## config.mk

```make
export PLATFORM = sky130hd
export DESIGN_NAME = uart_tx_engine
export DESIGN_NICKNAME = d
export VERILOG_FILES = /design/src/rtl/uart_pkg.sv /design/src/rtl/uart_baud_tick.sv /design/src/rtl/uart_tx_engine.sv
export SDC_FILE = /design/constraint.sdc
export NUM_CORES = 1
export LEC_CHECK = 0
export CAP_MARGIN = 20
export CORE_MARGIN = 2
export CORE_UTILIZATION = 58
export DETAILED_ROUTE_END_ITERATION = 8
export GPL_TIMING_DRIVEN = 0
export PLACE_DENSITY = 0.83
export SLEW_MARGIN = 20
export SYNTH_ARGS = -nofsm -noshare
export SYNTH_HDL_FRONTEND = slang
export SYNTH_SLANG_ARGS = --single-unit
```

## constraint.sdc

```tcl
create_clock -name pclk -period 5.4 [get_ports pclk]
set_clock_uncertainty 0.1 [all_clocks]
set_input_delay 1.08 -clock pclk [delete_from_list [all_inputs] [get_ports pclk]]
set_output_delay 1.08 -clock pclk [all_outputs]
set_load 0.02 [all_outputs]
```

## src/rtl/uart_pkg.sv

```systemverilog
// Shared types and helpers for the UART transmit path.
// UART_TX_PARITY_EN adds the PARITY state to the transmit FSM.
package uart_pkg;

`ifdef UART_TX_PARITY_EN
  typedef enum logic [2:0] {
    StIdle,
    StRead,
    StLatch,
    StStart,
    StData,
    StParity,
    StStop
  } tx_state_t;
`else
  typedef enum logic [2:0] {
    StIdle,
    StRead,
    StLatch,
    StStart,
    StData,
    StStop
  } tx_state_t;
`endif

  localparam logic LineIdle   = 1'b1;
  localparam logic StartLevel = 1'b0;

  // Baud counter width; at least one bit even for the smallest legal divider.
  function automatic int unsigned cnt_width(input int unsigned clks);
    return (clks > 2) ? $clog2(clks) : 1;
  endfunction

endpackage

```

## src/rtl/uart_baud_tick.sv

```systemverilog
// Bit-period counter: tick pulses on the last pclk cycle of every serial bit.
// Counts only while enabled; clear has priority and restarts the bit at zero.
module uart_baud_tick
  import uart_pkg::*;
#(
  parameter int unsigned CLKS_PER_BIT = 16
) (
  input  logic pclk,
  input  logic PRESETn,
  input  logic clear,
  input  logic enable,
  output logic tick
);

  localparam int unsigned CntW = cnt_width(CLKS_PER_BIT);
  localparam logic [CntW-1:0] CntMax = CntW'(CLKS_PER_BIT - 1);

  logic [CntW-1:0] cnt_q, cnt_d;

  always_comb begin
    cnt_d = cnt_q;
    if (clear) begin
      cnt_d = '0;
    end else if (enable) begin
      cnt_d = (cnt_q == CntMax) ? '0 : cnt_q + 1'b1;
    end
  end

  assign tick = enable && !clear && (cnt_q == CntMax);

  always_ff @(posedge pclk or posedge PRESETn) begin
    if (PRESETn) begin
      cnt_q <= '0;
    end else begin
      cnt_q <= cnt_d;
    end
  end

endmodule

```

## src/rtl/uart_tx_engine.sv

```systemverilog
// UART transmit serializer: pops bytes from the TX FIFO and frames them on tx.
// Optional parity bit enabled by defining UART_TX_PARITY_EN.
module uart_tx_engine
  import uart_pkg::*;
#(
  parameter int unsigned CLKS_PER_BIT = 16,
  parameter int unsigned DATA_BITS    = 8,
  parameter int unsigned STOP_BITS    = 1,
  parameter int unsigned PARITY_ODD   = 0
) (
  input  logic       pclk,
  input  logic       PRESETn,
  input  logic       uart_reset,
  input  logic [7:0] fifo_dataOut,
  input  logic       fifo_Empty,
  output logic       fifo_readEn,
  output logic       tx,
  output logic       tx_busy
);

  localparam logic [2:0] LastData = 3'(DATA_BITS - 1);
  localparam logic [2:0] LastStop = 3'(STOP_BITS - 1);

  tx_state_t            state_q, state_d;
  logic [DATA_BITS-1:0] shift_q, shift_d;
  logic [2:0]           idx_q, idx_d;
  logic                 tx_q, tx_d;
  logic                 rd_en_q, rd_en_d;
  logic                 busy_q, busy_d;
  logic                 baud_en, baud_clear, baud_tick;

`ifdef UART_TX_PARITY_EN
  logic parity_q, parity_d;
`endif

  // Bits above DATA_BITS are deliberately ignored.
  logic unused_data;
  assign unused_data = ^fifo_dataOut;

  assign baud_en    = !(state_q inside {StIdle, StRead, StLatch});
  assign baud_clear = (state_q == StLatch) || uart_reset;

  uart_baud_tick #(
    .CLKS_PER_BIT(CLKS_PER_BIT)
  ) u_baud (
    .pclk   (pclk),
    .PRESETn(PRESETn),
    .clear  (baud_clear),
    .enable (baud_en),
    .tick   (baud_tick)
  );

  always_comb begin
    state_d = state_q;
    shift_d = shift_q;
    idx_d   = idx_q;
`ifdef UART_TX_PARITY_EN
    parity_d = parity_q;
`endif

    unique case (state_q)
      StIdle: begin
        if (!fifo_Empty) state_d = StRead;
      end
      StRead: begin
        state_d = StLatch;
      end
      StLatch: begin
        shift_d = fifo_dataOut[DATA_BITS-1:0];
        idx_d   = '0;
`ifdef UART_TX_PARITY_EN
        parity_d = (^fifo_dataOut[DATA_BITS-1:0]) ^ (PARITY_ODD != 0);
`endif
        state_d = StStart;
      end
      StStart: begin
        if (baud_tick) state_d = StData;
      end
      StData: begin
        if (baud_tick) begin
          shift_d = shift_q >> 1;
          if (idx_q == LastData) begin
            idx_d = '0;
`ifdef UART_TX_PARITY_EN
            state_d = StParity;
`else
            state_d = StStop;
`endif
          end else begin
            idx_d = idx_q + 3'd1;
          end
        end
      end
`ifdef UART_TX_PARITY_EN
      StParity: begin
        if (baud_tick) state_d = StStop;
      end
`endif
      StStop: begin
        if (baud_tick) begin
          if (idx_q == LastStop) begin
            idx_d   = '0;
            state_d = fifo_Empty ? StIdle : StRead;
          end else begin
            idx_d = idx_q + 3'd1;
          end
        end
      end
      default: begin
        state_d = StIdle;
      end
    endcase

    if (uart_reset) begin
      state_d = StIdle;
      shift_d = '0;
      idx_d   = '0;
`ifdef UART_TX_PARITY_EN
      parity_d = 1'b0;
`endif
    end

    // Outputs are registered, so they are derived from the next state.
    rd_en_d = (state_d == StRead);
    busy_d  = (state_d != StIdle);
    unique case (state_d)
      StStart: tx_d = StartLevel;
      StData:  tx_d = shift_d[0];
`ifdef UART_TX_PARITY_EN
      StParity: tx_d = parity_d;
`endif
      default: tx_d = LineIdle;
    endcase
  end

  always_ff @(posedge pclk or posedge PRESETn) begin
    if (PRESETn) begin
      state_q <= StIdle;
      shift_q <= '0;
      idx_q   <= '0;
      tx_q    <= LineIdle;
      rd_en_q <= 1'b0;
      busy_q  <= 1'b0;
    end else begin
      state_q <= state_d;
      shift_q <= shift_d;
      idx_q   <= idx_d;
      tx_q    <= tx_d;
      rd_en_q <= rd_en_d;
      busy_q  <= busy_d;
    end
  end

`ifdef UART_TX_PARITY_EN
  always_ff @(posedge pclk or posedge PRESETn) begin
    if (PRESETn) begin
      parity_q <= 1'b0;
    end else begin
      parity_q <= parity_d;
    end
  end
`endif

  assign fifo_readEn = rd_en_q;
  assign tx          = tx_q;
  assign tx_busy     = busy_q;

endmodule

```

==> results.toml, run 1 <==
[status]
status = "finished, final reports clean"

[pwr]
power_mw = 0.302
vdd_drop_max_uv = 168
p_leak_nw = 0.701
p_per_area_nw_per_um2 = 208

[floorplan]
core_region_area_um2 = 2000
effective_utilization_at_floorplan_pct = 62.3
area_enclosed_by_the_die_boundary_um2 = 2540
die_h_um = 50.4
die_width_um = 50.4
ioPinCount = 15
floorplan.rows = 16

[sta]
layout_min_cycle_time_ns = 2.67
layout_worst_path_cycle_share_pct = 49.4
totalNegativeSetupSlack_ns = 0
grt_setup_unrepaired = "false"
slew-limit-headroom_pct = 48.1
peak_freq_ghz = 0.375
report.final.hold_viol_count = 0
setup-violations-final = 0
slew_violations = 0
worst-slew-pin-transition_ns = 0.777
hold_ws_ns = 0.396

[synth]
seq_area_frac_synth_pct = 42.2
yosysUniqueCellTypes = 41
synth-seq-cells = 21
syn-instance-count = 115
average_footprint_of_a_synthesized_cell_um2 = 10.8
yosys_most_used_dff = "dfrtp_1"
ys.warnings.count = 0
async_flop_share_pct = 100
postSynthNetCount = 131
synth.cell_area_um2 = 1250
synth_enable_flop_cells = 0

[route]
dr.pass1.iters = 4
avgViaCountPerCell = 6.08
route.detailed.wl_per_inst_um = 15.9
detail_route.iter0.violations = 37
routed_wirelength_mm = 2.54
vias = 973
route.antenna.remaining_nets = 0
route.detailed.drc = 0

[clock_network]
cts_resized = 0
cts.sink_count = 21
post_cts.repair.setup_buffers = 0
cts.path.max_buffers = 2
ctsHtreeMaxLevel = 1
tritoncts = "yes"
cts.root.buffer_cell = "clkbuf_4"
cts_inserted_buffers = 3
cts_hold_buffers_added = 0
clk_pin_slew_worst_paths_ns = 0.12
clkLatencyLatePin_ns = 0.31

[global_routing]
first_global_vias = 939
grt_max_degree = 22
grt_overflow = 0
grt_pass1_wl_mm = 4.31
gr-usage-all-layers_pct = 22.3
grt_antenna_before_repair = 0

[critical_path]
critical_path.endpoint_type = "flop"
path_max_fanout = 7
cp_cell_sequence = "clkdlybuf4s50_1, nand4b_4, nor4_4, a22oi_1, a2111oi_2"
timing.setup.critical_path_class = "input port to flop"
worstPathBufferInverterCount = 1
worst_ep_required_time_ns = 5.51
timing.critical_path.max_delay_family = "simple AND/OR/NAND/NOR gates"
timing.critical_path.slowest_stage_cell = "clkdlybuf4s50_1"
crit_arrival_ns = 2.78
slowest_delay_ns = 0.55
crit_path_start_kind = "input port"

[run]
max-cap-violations = 0

[final_layout]
layout.cells.most_common_list = "dfrtp_1, clkdlybuf4s50_1, nand2_1"
area_growth_syn_to_layout_pct = 16.1
num-fill-cells = 149
post_layout_nonfiller_instances = 160
final_layout_size_suffix_gt1_share_pct = 15.8
utilization_pct = 72.4
finalNetCount = 150
antenna_cells_inserted = 0
layout_commonest_cell = "dfrtp_1"

[placed_design]
dpl.cell_count = 156
place_congestion = 0.880
buffer_ports.inserted = 14
dpl_hpwl_mm = 1.85

[worst_hold_path]
hold_path.class = "flop to flop"
## cell type report
| cell class | count | area, um^2 | share of cell area [%] |
|---|---|---|---|
| Multi-Input combinational cell | 83 | 649 | 44.8 |
| Tap cell | 27 | 33.8 | 2.33 |
| Timing Repair Buffer | 14 | 140 | 9.67 |
| Clock buffer | 3 | 22.5 | 1.55 |
| Inverter | 5 | 18.8 | 1.30 |
| Buffer | 6 | 52.6 | 3.63 |
| Clock inverter | 1 | 5.00 | 0.345 |
| Sequential cell | 21 | 527 | 36.4 |
## flip-flops by register name (all words and copies together) (netlist names)
name and count:
idx_q 3, fifo_readEn 1, tx_busy 1, state_q 3, tx 1, u_baud.cnt_q 4, shift_q 8
## worst paths after layout
check | slack, ns | to | startpoint | depth (start not counted)
hold reg to reg | 0.40 | shift_q[6] | shift_q[6] | 1
max in group asynchronous | 3.62 | tx_busy | PRESETn | 2
hold / removal | 0.40 | shift_q[6] | shift_q[6] | 1
setup / recovery | 2.73 | fifo_readEn | uart_reset | 5
setup reg to reg | 3.47 | tx | u_baud.cnt_q[0] | 5
min in group asynchronous | 1.10 | state_q[1] | PRESETn | 2
## stage by stage
stage,instance area (um^2),setup WS [ns]
5_1_grt,1450,2.66
4_1_cts,1450,2.74
3_5_place_dp,1420,2.43
3_3_place_gp,1420,2.40
6_report,1450,2.73
2_1_floorplan,1250,3.26
## where the power goes
part / internal (mW) / switching [mW] / total [mW]
combinational: 0.0265 / 0.0289 / 0.0554
sequential: 0.164 / 0.00460 / 0.169
clock: 0.0277 / 0.0500 / 0.0777
total: 0.219 / 0.0835 / 0.302
## metal layers
metal / vias up / share of wire (%) / routed length [um] / GRT usage, %
met3: 4 / 4.6 / 116 / 3.57
met4: 0 / 1.3 / 33 / 5.86
li1: 473 / - / - / -
met5: - / 0 / 0 / 0
met2: 29 / 48 / 1210 / 35.3
met1: 467 / 47 / 1180 / 31.8
## kinds of logic (layout without fill, tap and decap cells)
family,count (synthesis),count (layout),synth area share [%]
and+or+nand+nor,38,38,21.1
AOI/OAI and AO/OA,36,36,23.0
DFF,21,21,42.2
muxes,3,3,2.61
adders and majority gates,4,4,4.01
xor gates and xnor gates,2,2,1.40
buffers and inverters,11,29,5.72
## worst register-to-register path, delay by kind of cell (launching register included)
kind / cells / cell delay [ns]
AND/OR/NAND/NOR: 2 / 0.68
flip-flops: 1 / 0.41
adder cells (fa/ha/maj): 1 / 0.28
multiplexers: 1 / 0.12
AO/OA/AOI/OAI: 1 / 0.26
## cell usage after synthesis, drive strengths merged, types with 3 or more instances
library cell,count,share of area (%)
dfrtp,20,40
nand2,9,2.7
a21o,7,4.2
a22o,7,4.9
a211oi,5,3.8
buf,5,3.9
inv,5,1.5
nor2,5,1.5
ha,4,4.0
o21ai,4,1.6
a21oi,3,1.2
nand2b,3,1.5
nand3,3,1.2
nor3,3,1.2
nor4bb,3,2.4
Power figures use the tool's default switching activity.
==> run 2: changes to the inputs <==
CORE_UTILIZATION = 49   (was 58)
PLACE_DENSITY = 0.74   (was 0.83)
clock period = 2.4 ns   (was 5.4 ns; I/O delays follow)
==> run 2 against run 1 <==
Critical endpoint unchanged. Wire length fell by 3.3%. Combinational power rose by 130%. Count of clock-buffer cells in the layout rose by 1. Cell count rose by 1.9%. Final area rose by 0.17%. Largest power group unchanged. Setup slack got worse by 2.4 ns. Total power rose by 120%. Via count rose by 0.62%.
==> results.toml, run 2 (synthesis results as in run 1) <==
[pwr]
clkPwrFrac_pct = 25.7
power.switching_fraction_pct = 27.2
p_leak_nw = 0.698
p_int_mw = 0.494
vdd_drop_max_uv = 423
total_switching_power_mw = 0.184
power_mw = 0.679
combinationalPowerShare_pct = 18.4
p_per_area_nw_per_um2 = 468
seq_power_share_pct = 56.0

[critical_path]
worstPathBufferInverterCount = 1
crit_path_start_kind = "input port"
timing.setup.critical_path_class = "input port to flop"
timing.critical_path.slowest_stage_cell = "clkdlybuf4s50_1"
cp_cell_sequence = "clkdlybuf4s50_1, nand4b_4, nor4_4, a22oi_1, a2111oi_2"
crit_arrival_ns = 2.16
critical_path.endpoint_type = "flop"
timing.critical_path.max_delay_family = "simple AND/OR/NAND/NOR gates"
slowest_delay_ns = 0.54
path_max_fanout = 7
timing.critical_path.depth = 5
worst_ep_required_time_ns = 2.50
r2r_cells = 5

[placed_design]
postPlaceCellArea_um2 = 1430
buffer_ports.inserted = 14
dpl_hpwl_mm = 1.84
place_congestion = 0.971
dpl.cell_count = 159

[clock_network]
clkLatencyLatePin_ns = 0.31
tritoncts = "yes"
cts_resized = 0
ctsHtreeMaxLevel = 1
cts_hold_buffers_added = 0
cts.path.max_buffers = 2
cts.sink_count = 21
post_cts.repair.setup_buffers = 0
clk_pin_slew_worst_paths_ns = 0.12
cts_inserted_buffers = 3
cts.root.buffer_cell = "clkbuf_4"

[sta]
hold_ws_ns = 0.393
slew_violations = 0
worst-slew-pin-transition_ns = 0.814
setup-violations-final = 0
peak_freq_ghz = 0.486
layout_min_cycle_time_ns = 2.06
slew-limit-headroom_pct = 45.7
report.final.hold_viol_count = 0
grt_setup_unrepaired = "false"
totalNegativeSetupSlack_ns = 0
layout_worst_path_cycle_share_pct = 85.7

[final_layout]
largestRegisters = "shift_q x8, u_baud.cnt_q x4"
finalNetCount = 150
register_name_with_the_most_flops = "shift_q"
antenna_cells_inserted = 0
post_layout_nonfiller_instances = 163
largest_register_ff_count = 8
layout.cells.most_common_list = "dfrtp_1, clkdlybuf4s50_1, nand2_1"
design_area_um2 = 1450
num-fill-cells = 202
area_growth_syn_to_layout_pct = 16.3
final_layout_size_suffix_gt1_share_pct = 15.0
layout_commonest_cell = "dfrtp_1"

[global_routing]
grt_overflow = 0
grt_max_degree = 22
first_global_vias = 934
grt_antenna_before_repair = 0
gr-usage-all-layers_pct = 20.4
grt_pass1_wl_mm = 4.30

[route]
route.antenna.remaining_nets = 0
detail_route.iter0.violations = 36
route.detailed.drc = 0
routed_wirelength_mm = 2.46
route.detailed.wl_per_inst_um = 15.1
dr.pass1.iters = 4
vias = 979
avgViaCountPerCell = 6.01

[worst_hold_path]
hold_path.class = "flop to flop"
worst_hold_path.num_cells = 1

[floorplan]
floorplan.rows = 18
die_h_um = 54.5
area_enclosed_by_the_die_boundary_um2 = 2970
ioPinCount = 15
effective_utilization_at_floorplan_pct = 50.8
die_width_um = 54.5
core_region_area_um2 = 2450

[run]
max-cap-violations = 0

[status]
status = "finished, final reports clean"
## run 2: final timing paths
kind	slack [ns]	start	to
max in group asynchronous	1.17	PRESETn	u_baud.cnt_q[0]
hold reg to reg	0.39	shift_q[2]	shift_q[2]
hold / removal	0.39	shift_q[2]	shift_q[2]
min in group asynchronous	0.52	PRESETn	shift_q[3]
setup / recovery	0.34	uart_reset	fifo_readEn
setup reg to reg	0.49	u_baud.cnt_q[0]	fifo_readEn
## run 2: stage by stage
| stage | utilization, % | worst slack, ns |
|---|---|---|
| 2_1_floorplan | - | 0.705 |
| 3_3_place_gp | 58.1 | 0.0523 |
| 3_5_place_dp | 58.1 | 0.0374 |
| 4_1_cts | 59.1 | 0.363 |
| 5_1_grt | 59.1 | 0.167 |
| 6_report | 59.1 | 0.344 |
## run 2: power by group through the flow
stage	Combinational [mW]	Sequential (mW)	Clock, mW
after CTS	0.125	0.380	0.180
after global placement	0.123	0.386	0
final	0.125	0.380	0.174
after detailed placement	0.125	0.387	0
after global routing	0.138	0.382	0.188
after floorplan	0.0744	0.390	0
## run 2: routing by layer
metal	vias up	share of wire, %	GRT usage (%)
met5	-	0	0
met4	0	1.8	7.92
met3	5	5.5	3.28
met2	39	50	33.7
met1	462	43	26.7
li1	473	-	-
## run 2: cell type report
| class | instances | area (um^2) | area share (%) |
|---|---|---|---|
| Sequential cell | 21 | 527 | 36.3 |
| Buffer | 6 | 52.6 | 3.62 |
| Tap cell | 30 | 37.5 | 2.59 |
| Timing Repair Buffer | 14 | 140 | 9.66 |
| Multi-Input combinational cell | 83 | 649 | 44.7 |
| Inverter | 5 | 18.8 | 1.29 |
| Clock buffer | 4 | 26.3 | 1.81 |
==> run 3: changes to the inputs <==
REMOVE_ABC_BUFFERS = 1   (was not set)
==> run 3 against run 2 <==
First-iteration DRC count shrank 86%. Global-route usage shrank 2.3 points. Via count fell by 4.2%. Final area down 3.4%. Sequential share of layout area up 1.3 points. Setup slack got worse by 0.036 ns. Sequential cell count is the same. Register-to-register slack worse by 0.18 ns. Largest power group unchanged.
==> results.toml, run 3 (synthesis results as in run 1) <==
[global_routing]
grt_antenna_before_repair = 0
grt_max_degree = 22
grt_pass1_wl_mm = 3.84
gr-usage-all-layers_pct = 18.1
grt_overflow = 0
first_global_vias = 901

[final_layout]
utilization_pct = 57.1
largestRegisters = "shift_q x8, u_baud.cnt_q x4"
finalNetCount = 144
layout.cells.most_common_list = "dfrtp_1, clkdlybuf4s50_1, nand2_1"
area_growth_syn_to_layout_pct = 12.4
antenna_cells_inserted = 0
register_name_with_the_most_flops = "shift_q"
largest_register_ff_count = 8
final_layout_size_suffix_gt1_share_pct = 12.6
layout_commonest_cell = "dfrtp_1"

[route]
route.antenna.remaining_nets = 0
vias = 938
route.detailed.drc = 0
top_layer_used = "met4"
met3WireLength_um = 76
route.detailed.wl_per_inst_um = 14.8
routed_met1_length_mm = 1.01
routed_wirelength_mm = 2.32
dr_wl_met2_mm = 1.17
avgViaCountPerCell = 5.97
detail_route.iter0.violations = 5
dr.pass1.iters = 4

[clock_network]
cts.path.max_buffers = 2
cts_hold_buffers_added = 0
cts.root.buffer_cell = "clkbuf_4"
clk_pin_slew_worst_paths_ns = 0.12
ctsHtreeMaxLevel = 1
tritoncts = "yes"
clkLatencyLatePin_ns = 0.31
cts_inserted_buffers = 3
cts.sink_count = 21

[sta]
totalNegativeSetupSlack_ns = 0
slew-limit-headroom_pct = 48.6
report.final.hold_viol_count = 0
worst-slew-pin-transition_ns = 0.769
layout_worst_path_cycle_share_pct = 87.2
layout_min_cycle_time_ns = 2.09
setup-violations-final = 0
slew_violations = 0
peak_freq_ghz = 0.478
grt_setup_unrepaired = "false"

[placed_design]
dpl_hpwl_mm = 1.69
place_congestion = 0.822
buffer_ports.inserted = 14

[critical_path]
crit_arrival_ns = 2.19
timing.setup.critical_path_class = "flop to flop"
crit_path_start_kind = "flop"
path_max_fanout = 20
critical_path.endpoint_type = "flop"
worst_ep_required_time_ns = 2.50

[floorplan]
die_h_um = 54.5
ioPinCount = 15
area_enclosed_by_the_die_boundary_um2 = 2970
effective_utilization_at_floorplan_pct = 50.8
core_region_area_um2 = 2450
floorplan.rows = 18
die_width_um = 54.5

[pwr]
p_per_area_nw_per_um2 = 473
power_mw = 0.663
p_leak_nw = 0.680
vdd_drop_max_uv = 298

[run]
max-cap-violations = 0

[worst_hold_path]
hold_path.class = "flop to flop"

[status]
status = "finished, final reports clean"
-- run 3: changes by cell type in the layout (fill, tap and decap cells not counted), sizes merged --
cell,delta
clkbuf,-2
clkinv,+1
clkdlybuf4s50,-1
buf,-5
dlymetal6s2s,+1
-- run 3: path summary, 6_finish.rpt --
kind                            start  depth (start not counted)          end  slack (ns)
max                        state_q[2]                          4  fifo_readEn        0.31
max in group asynchronous     PRESETn                          2   shift_q[3]        1.22
min in group asynchronous     PRESETn                          2      tx_busy        0.49
min reg2reg                shift_q[1]                          1   shift_q[1]        0.38
max reg2reg                state_q[2]                          4  fifo_readEn        0.31
min                        shift_q[1]                          1   shift_q[1]        0.38
-- run 3: per-layer routing --
layer  track usage, %  vias to the layer above
li1                 -                      460
met1             21.9                      453
met2             30.7                       18
met3             3.28                        7
met4             9.17                        0
met5                0                        -
-- run 3: cell type report --
cell class | instances | area (um^2)
clock buffer | 3 | 22.5
fill | 216 | 1050
clock inverter | 1 | 5.00
multi-input combinational | 83 | 649
sequential | 21 | 527
inverter | 5 | 18.8
tap | 30 | 37.5
timing repair buffer | 14 | 143
-- run 3: what timing repair did --
action	4_1_cts	5_1_grt
setup endpoints to repair	0	2
setup buffers	0	0
gates resized for setup	0	1
-- run 3: worst max-delay path: stages (launching register included) --
cell and delay [ns]:
dfrtp_1 0.70, inv_1 0.23, nor4_4 0.44, a22oi_1 0.25, a2111oi_2 0.26
-- run 3: power breakdown --
part           leakage, nW  total (mW)  switching (mW)  internal, mW
clock               0.0177       0.170           0.108        0.0623
combinational        0.378       0.101          0.0495        0.0519
sequential           0.284       0.391          0.0220         0.369
-- run 3: metrics by stage --
step	hold WS, ns	setup slack, ns	area (um^2)	instances
6_report	0.380	0.308	1400	157
5_1_grt	0.402	0.145	1400	157
4_1_cts	0.386	0.115	1400	157
3_5_place_dp	0.357	-0.207	1370	153
3_3_place_gp	0.360	-0.219	1370	153
2_1_floorplan	0.340	0.648	1190	109
